File: src/rtl/dec_pkg.sv
// Purpose: shared sizes and the one-hot lookup table for the 3-to-8 decoder.
// Latency: n/a (constants only).
// Backpressure: n/a.
// Contents: IN_W (select width), OUT_W (one-hot width), ONEHOT_LUT (entry i = 1 << i).
package dec_pkg;

  localparam int IN_W  = 3;
  localparam int OUT_W = 1 << IN_W;

  // Packed table: index i selects the one-hot word with bit i set.
  localparam logic [7:0][OUT_W-1:0] ONEHOT_LUT = {
    8'h80, 8'h40, 8'h20, 8'h10, 8'h08, 8'h04, 8'h02, 8'h01
  };

endpackage

File: src/rtl/dec_3to8_comb.sv
// Purpose: combinational 3-to-8 one-hot decode, coded as a shift or as a case.
// Latency: 0 cycles (pure combinational).
// Backpressure: none; output follows inputs continuously.
// Ports: in (binary select), en (active-high enable), dec (one-hot result, 0 when disabled).
module dec_3to8_comb
  import dec_pkg::*;
#(
  parameter string STYLE = "SHIFT"
) (
  input  logic [IN_W-1:0]  in,
  input  logic             en,
  output logic [OUT_W-1:0] dec
);

  if (STYLE == "SHIFT") begin : g_shift
    // Operand is full output width so in=7 lands on the MSB without truncation.
    always_comb begin
      dec = '0;
      if (en) dec = OUT_W'(1) << in;
    end
  end else begin : g_case
    always_comb begin
      dec = '0;
      if (en) begin
        case (in)
          3'd0:    dec = ONEHOT_LUT[0];
          3'd1:    dec = ONEHOT_LUT[1];
          3'd2:    dec = ONEHOT_LUT[2];
          3'd3:    dec = ONEHOT_LUT[3];
          3'd4:    dec = ONEHOT_LUT[4];
          3'd5:    dec = ONEHOT_LUT[5];
          3'd6:    dec = ONEHOT_LUT[6];
          3'd7:    dec = ONEHOT_LUT[7];
          // Only reachable on an unknown select; decode to nothing.
          default: dec = '0;
        endcase
      end
    end
  end

endmodule

File: src/rtl/dec_3to8.sv
// Purpose: 3-to-8 one-hot decoder built two ways (shift, case) with a registered cross-check.
// Latency: 1 cycle when REG_OUT=1, 0 cycles when REG_OUT=0; mismatch always 1 cycle.
// Backpressure: none; a new select is accepted every cycle.
// Ports: clk, rst_n (async active-low), in (select), en (enable),
//        out1 (shift result), out2 (case result), mismatch (out1 != out2, registered).
module dec_3to8 #(
  parameter int IN_W    = 3,
  parameter int OUT_W   = 8,
  parameter bit REG_OUT = 1'b1
) (
  input  logic             clk,
  input  logic             rst_n,
  input  logic [IN_W-1:0]  in,
  input  logic             en,
  output logic [OUT_W-1:0] out1,
  output logic [OUT_W-1:0] out2,
  output logic             mismatch
);

  logic [OUT_W-1:0] d1;
  logic [OUT_W-1:0] d2;

  dec_3to8_comb #(.STYLE("SHIFT")) u_shift (
    .in  (in),
    .en  (en),
    .dec (d1)
  );

  dec_3to8_comb #(.STYLE("CASE")) u_case (
    .in  (in),
    .en  (en),
    .dec (d2)
  );

  // The compare uses the pre-register decodes so the flag lines up with the
  // outputs it describes when REG_OUT=1; it clears on the next agreeing cycle.
  always_ff @(posedge clk or negedge rst_n) begin
    if (!rst_n) mismatch <= 1'b0;
    else        mismatch <= (d1 != d2);
  end

  if (REG_OUT) begin : g_reg
    always_ff @(posedge clk or negedge rst_n) begin
      if (!rst_n) begin
        out1 <= '0;
        out2 <= '0;
      end else begin
        out1 <= d1;
        out2 <= d2;
      end
    end
  end else begin : g_comb
    // Bypass: reset no longer touches the outputs, only the mismatch flag.
    assign out1 = d1;
    assign out2 = d2;
  end

`ifndef SYNTHESIS
  always @(negedge clk) begin
    if (rst_n) assert (out1 == out2);
  end
`endif

endmodule

File: config.mk
export PLATFORM = sky130hd
export DESIGN_NAME = dec_3to8
export DESIGN_NICKNAME = d
export VERILOG_FILES = /design/src/rtl/dec_pkg.sv /design/src/rtl/dec_3to8_comb.sv /design/src/rtl/dec_3to8.sv
export SDC_FILE = /design/constraint.sdc
export NUM_CORES = 1
export LEC_CHECK = 0
export CELL_PAD_IN_SITES_DETAIL_PLACEMENT = 0
export CELL_PAD_IN_SITES_GLOBAL_PLACEMENT = 1
export CORE_MARGIN = 2
export CORE_UTILIZATION = 25
export CTS_CLUSTER_SIZE = 14
export DETAILED_ROUTE_END_ITERATION = 16
export PLACE_DENSITY_LB_ADDON = 0.12
export SLEW_MARGIN = 25
export SYNTH_ARGS = -nofsm -noshare
export SYNTH_HDL_FRONTEND = slang
export SYNTH_SLANG_ARGS = --single-unit
File: constraint.sdc
create_clock -name clk -period 0.8 [get_ports clk]
set_input_delay 0.16 -clock clk [delete_from_list [all_inputs] [get_ports clk]]
set_output_delay 0.16 -clock clk [all_outputs]
set_load 0.05 [all_outputs]
Yosys cells after proc, flatten, opt, wreduce, memory -nomap -nowiden. Memory sizes are Yosys's and may differ from the RTL's. Index checks and enable logic that the tools add are counted. Widths: inputs -> output; s select.

Logic and storage cells: 8. Bits of input ports: 6. Memories kept: 1. Register bits after elaboration: 17. Output and inout port bits: 17. Memory bits (read-only): 64.

Shift operators: 1. Equality and inequality tests: 1. Multiplexer cells: 2.

Memories: (name not given) (depth 8, width 8, read ports 1, clocked after memory_dff 0, write ports 0, RTL line dec_3to8_comb.sv:25) `case (in)`.

Operator list (number): $mux 8 (2); $ne 8x8->1 (1); $shl 1x3->8 const A (1).

Logic depth before layout (Yosys ltp).
Word-level depth: 3. Gate-level depth with buffers: 1. Depth with buffers taken out: 1.

Cells and area by module. Synthesis repeated with hierarchy kept, for this count alone.

Cell total of the unflattened synthesis: 44. Area, all modules: 701.9 um^2.

Modules (own cells, without submodules): dec_3to8 (instances 1, sequential area each 425.4 um^2, cells each 28, area each 511.7 um^2); dec_3to8_comb (instances 2, sequential area each 0.0 um^2, cells each 8, area each 95.1 um^2).

Least setup slack after synthesis. No wires, ideal clock.

Path kind: register -> output. From: register out2[0]. To: output out2[0]. Path slack: -246 ps. Arrival: 886 ps. Path buffers: 1. Data required time: 640 ps. Stages on the path, launching flop included: 2. Path through: dfrtp_1 > buf_4.

RTL lines: start, declared (RTL line dec_3to8.sv:16) `output logic [OUT_W-1:0] out2,`; start signal, assigned (RTL line dec_3to8.sv:46) `out2 <= '0;`; start signal, assigned (RTL line dec_3to8.sv:49) `out2 <= d2;`.

No word-level cell between the ends.

Worst setup path in the final report.
From: register out2[4]. To: output out2[4].

No word-level cell between the ends.

==> results.md <==
- Gr usage total: 0.0928
- Global placement routability congestion: roughly 0.64
- FMAX: 991 MHz
- Area leader, netlist: dfrtp_1
- Startpoint Class: register
- Final net count: 49
- Max cap viols: 0
- Area growth, synth to finish: 95.9%
- Clock Sinks: 8
- Yosys reg bits: 8
- Worst path cell trace: buf_12
- # DRC: 0
- Layout cells sized above 1: 0.854
- PortBufs: 21
- WP data arrival: between 0.8 and 0.9 ns
- Failing checks: setup timing
- DRT Wirelength: 659 um
- Slew Viols, Final: 0
- Slowest CP cell: dfrtp_2
- Status: finished with violations
- Via count: 247
- Final ANT Viol Nets: 0
- CP Buf/Inv Count: 1
- I/O Pins: 23
- Post-Syn Nets: 32
- Gate Count Post-Synth: 26
- Post-Synth Simple-Gate Area: 0.262
- Total grt overflow: 0
- Hold Slack: about 0.17 ns
- Largest net degree at the start of global routing: 9
- XOR/XNOR Fraction of Synth Area: 0
- First-pass GRT wire length: around 1.1 mm
- Area contributors post-synth: dfrtp_1 (54%), buf_4 (18%), and4bb_2 (10%), and4b_2 (9.2%), nor4b_2 (4.1%)
- Die height: 42.4 um
- CP max stage delay: 0.44 ns
- Drt first pass iters: 2
- CTS Buf Count: 3
- PD cells: roughly 1300 nW/um2
- Initial antenna violation count: 0
- Via-per-instance ratio: about 4.4
- Avg WL per Cell: 11.8 um
- Critical path class: register to output pin
- Crit-path max FO: 2
- Vias in the first global route: 238
- Post-CTS Hold Buffers: 0
- Worst VDD drop: 702 uV
- Synth top area share: 0.544
- Starting density of the core: 0.276
- Final non-filler cell total: 56
- Pleak: 0.000313 uW
- Most common cell after layout, fill and taps aside: buf_12
- HPWL reported at the end of detailed placement: approximately 570 um
- DRT iter0 DRCs: 1
- Multiplexer share of the synthesized area: 0
- Synthesized area per cell: 14.1 um2
- FP Rows: 13
- Setup slack after layout: -0.209 ns
- Min Tclk post-route: slightly above 1 ns
- Clock buffer depth: 2
- Ant. Diodes: 0
- Yosys warns: 0
- Main combinational cell family by area after synthesis: simple AND/OR/NAND/NOR gates
- Final setup vio count: 16
- Critical Path End Type: output pin
- CP delay by family, top: flip-flops
- Period utilization: 1.26
- Root buf cell: clkbuf_4
- Synth Area in Compound Gates: 0
- Critical Path Start: out2[4]$_DFF_PN0_
- Worst hold-check path type: primary input to asynchronous set/reset pin
- Fin util: 0.540
- Core Region: 1330 um2
- CTS H-tree lvls: 1
- RSZ-0062 raised after global routing: true
- Netlist Area Pre-Place: 368 um2
- Die width: 42.4 um
- Placed cell count: 53
- Most frequent cells in the layout: buf_12 (16), dfrtp_2 (8)
- CTS tree: yes
- Post-Synth Adder-Cell Area: 0
- Setup TNS: -3.26 ns
- Required @ worst endpoint: 0.64 ns
- Post-synthesis sequential area ratio: 0.544
- Endpoints failing hold: 0
- Clk pin slew, worst setup/hold paths: 0.05 ns
- DIE AREA: about 1800 um2
- Synth cell types: 7
- Pre-CTS setup slack: -0.344 ns
report_power, final:
group / internal, uW / switching [uW]
logic: 107 / 119
clock network: 171 / 127
registers: 418 / 17.0
total: 696 / 263
through the flow:
stage                     cell area (um2)  power [uW]
after global routing                  721         994
after detailed placement              699         677
after floorplan                       438         567
after CTS                             718         973
after global placement                699         673
final                                 721         958
layer usage:
layer / wire (um) / track usage
met1: 240 / 0.0936
met2: 311 / 0.126
met3: 58 / 0.0172
met4: 49 / 0.150
met5: 0 / 0
logic make-up (layout without fill, tap and decap cells):
logic type | after synthesis | count (layout)
buffers and inverters | 9 | 24
AND/OR/NAND/NOR | 8 | 8
flip-flops | 8 | 8
other | 1 | 1
Yosys cell counts, drive strengths merged:
| cell type | instances |
|---|---|
| dfrtp | 8 |
| buf | 9 |
| nor4b | 1 |
| conb | 1 |
| and4b | 3 |
| and4 | 1 |
| and4bb | 3 |
registers in the layout, summed over array words and instances (netlist names):
register	flops
out2	7
out1	1
timing repair:
item                                    in CTS  in global routing
endpoints found under the setup margin      24                 24
endpoints found under the hold margin        0                  0
buffers inserted                             0                  0
gates resized for setup                      3                  1
worst max-delay path by stage:
stage | end | slack, ns | cells after the start
finish | out2[4] | -0.21 | 1
floorplan | out2[0] | -0.06 | 1
global placement | out2[2]$_DFF_PN0_ | -0.31 | 2
CTS | out2[3] | -0.22 | 1
detailed placement | out2[1]$_DFF_PN0_ | -0.34 | 2
global route | out1[4] | -0.23 | 1
final cells by class:
class / instances / area (um2)
fill: 121 / 613
timing repair buffer: 21 / 369
sequential: 8 / 210
multi-input combinational: 9 / 100
clock buffer: 3 / 22.5
tap: 15 / 18.8
Power figures use the tool's default switching activity.
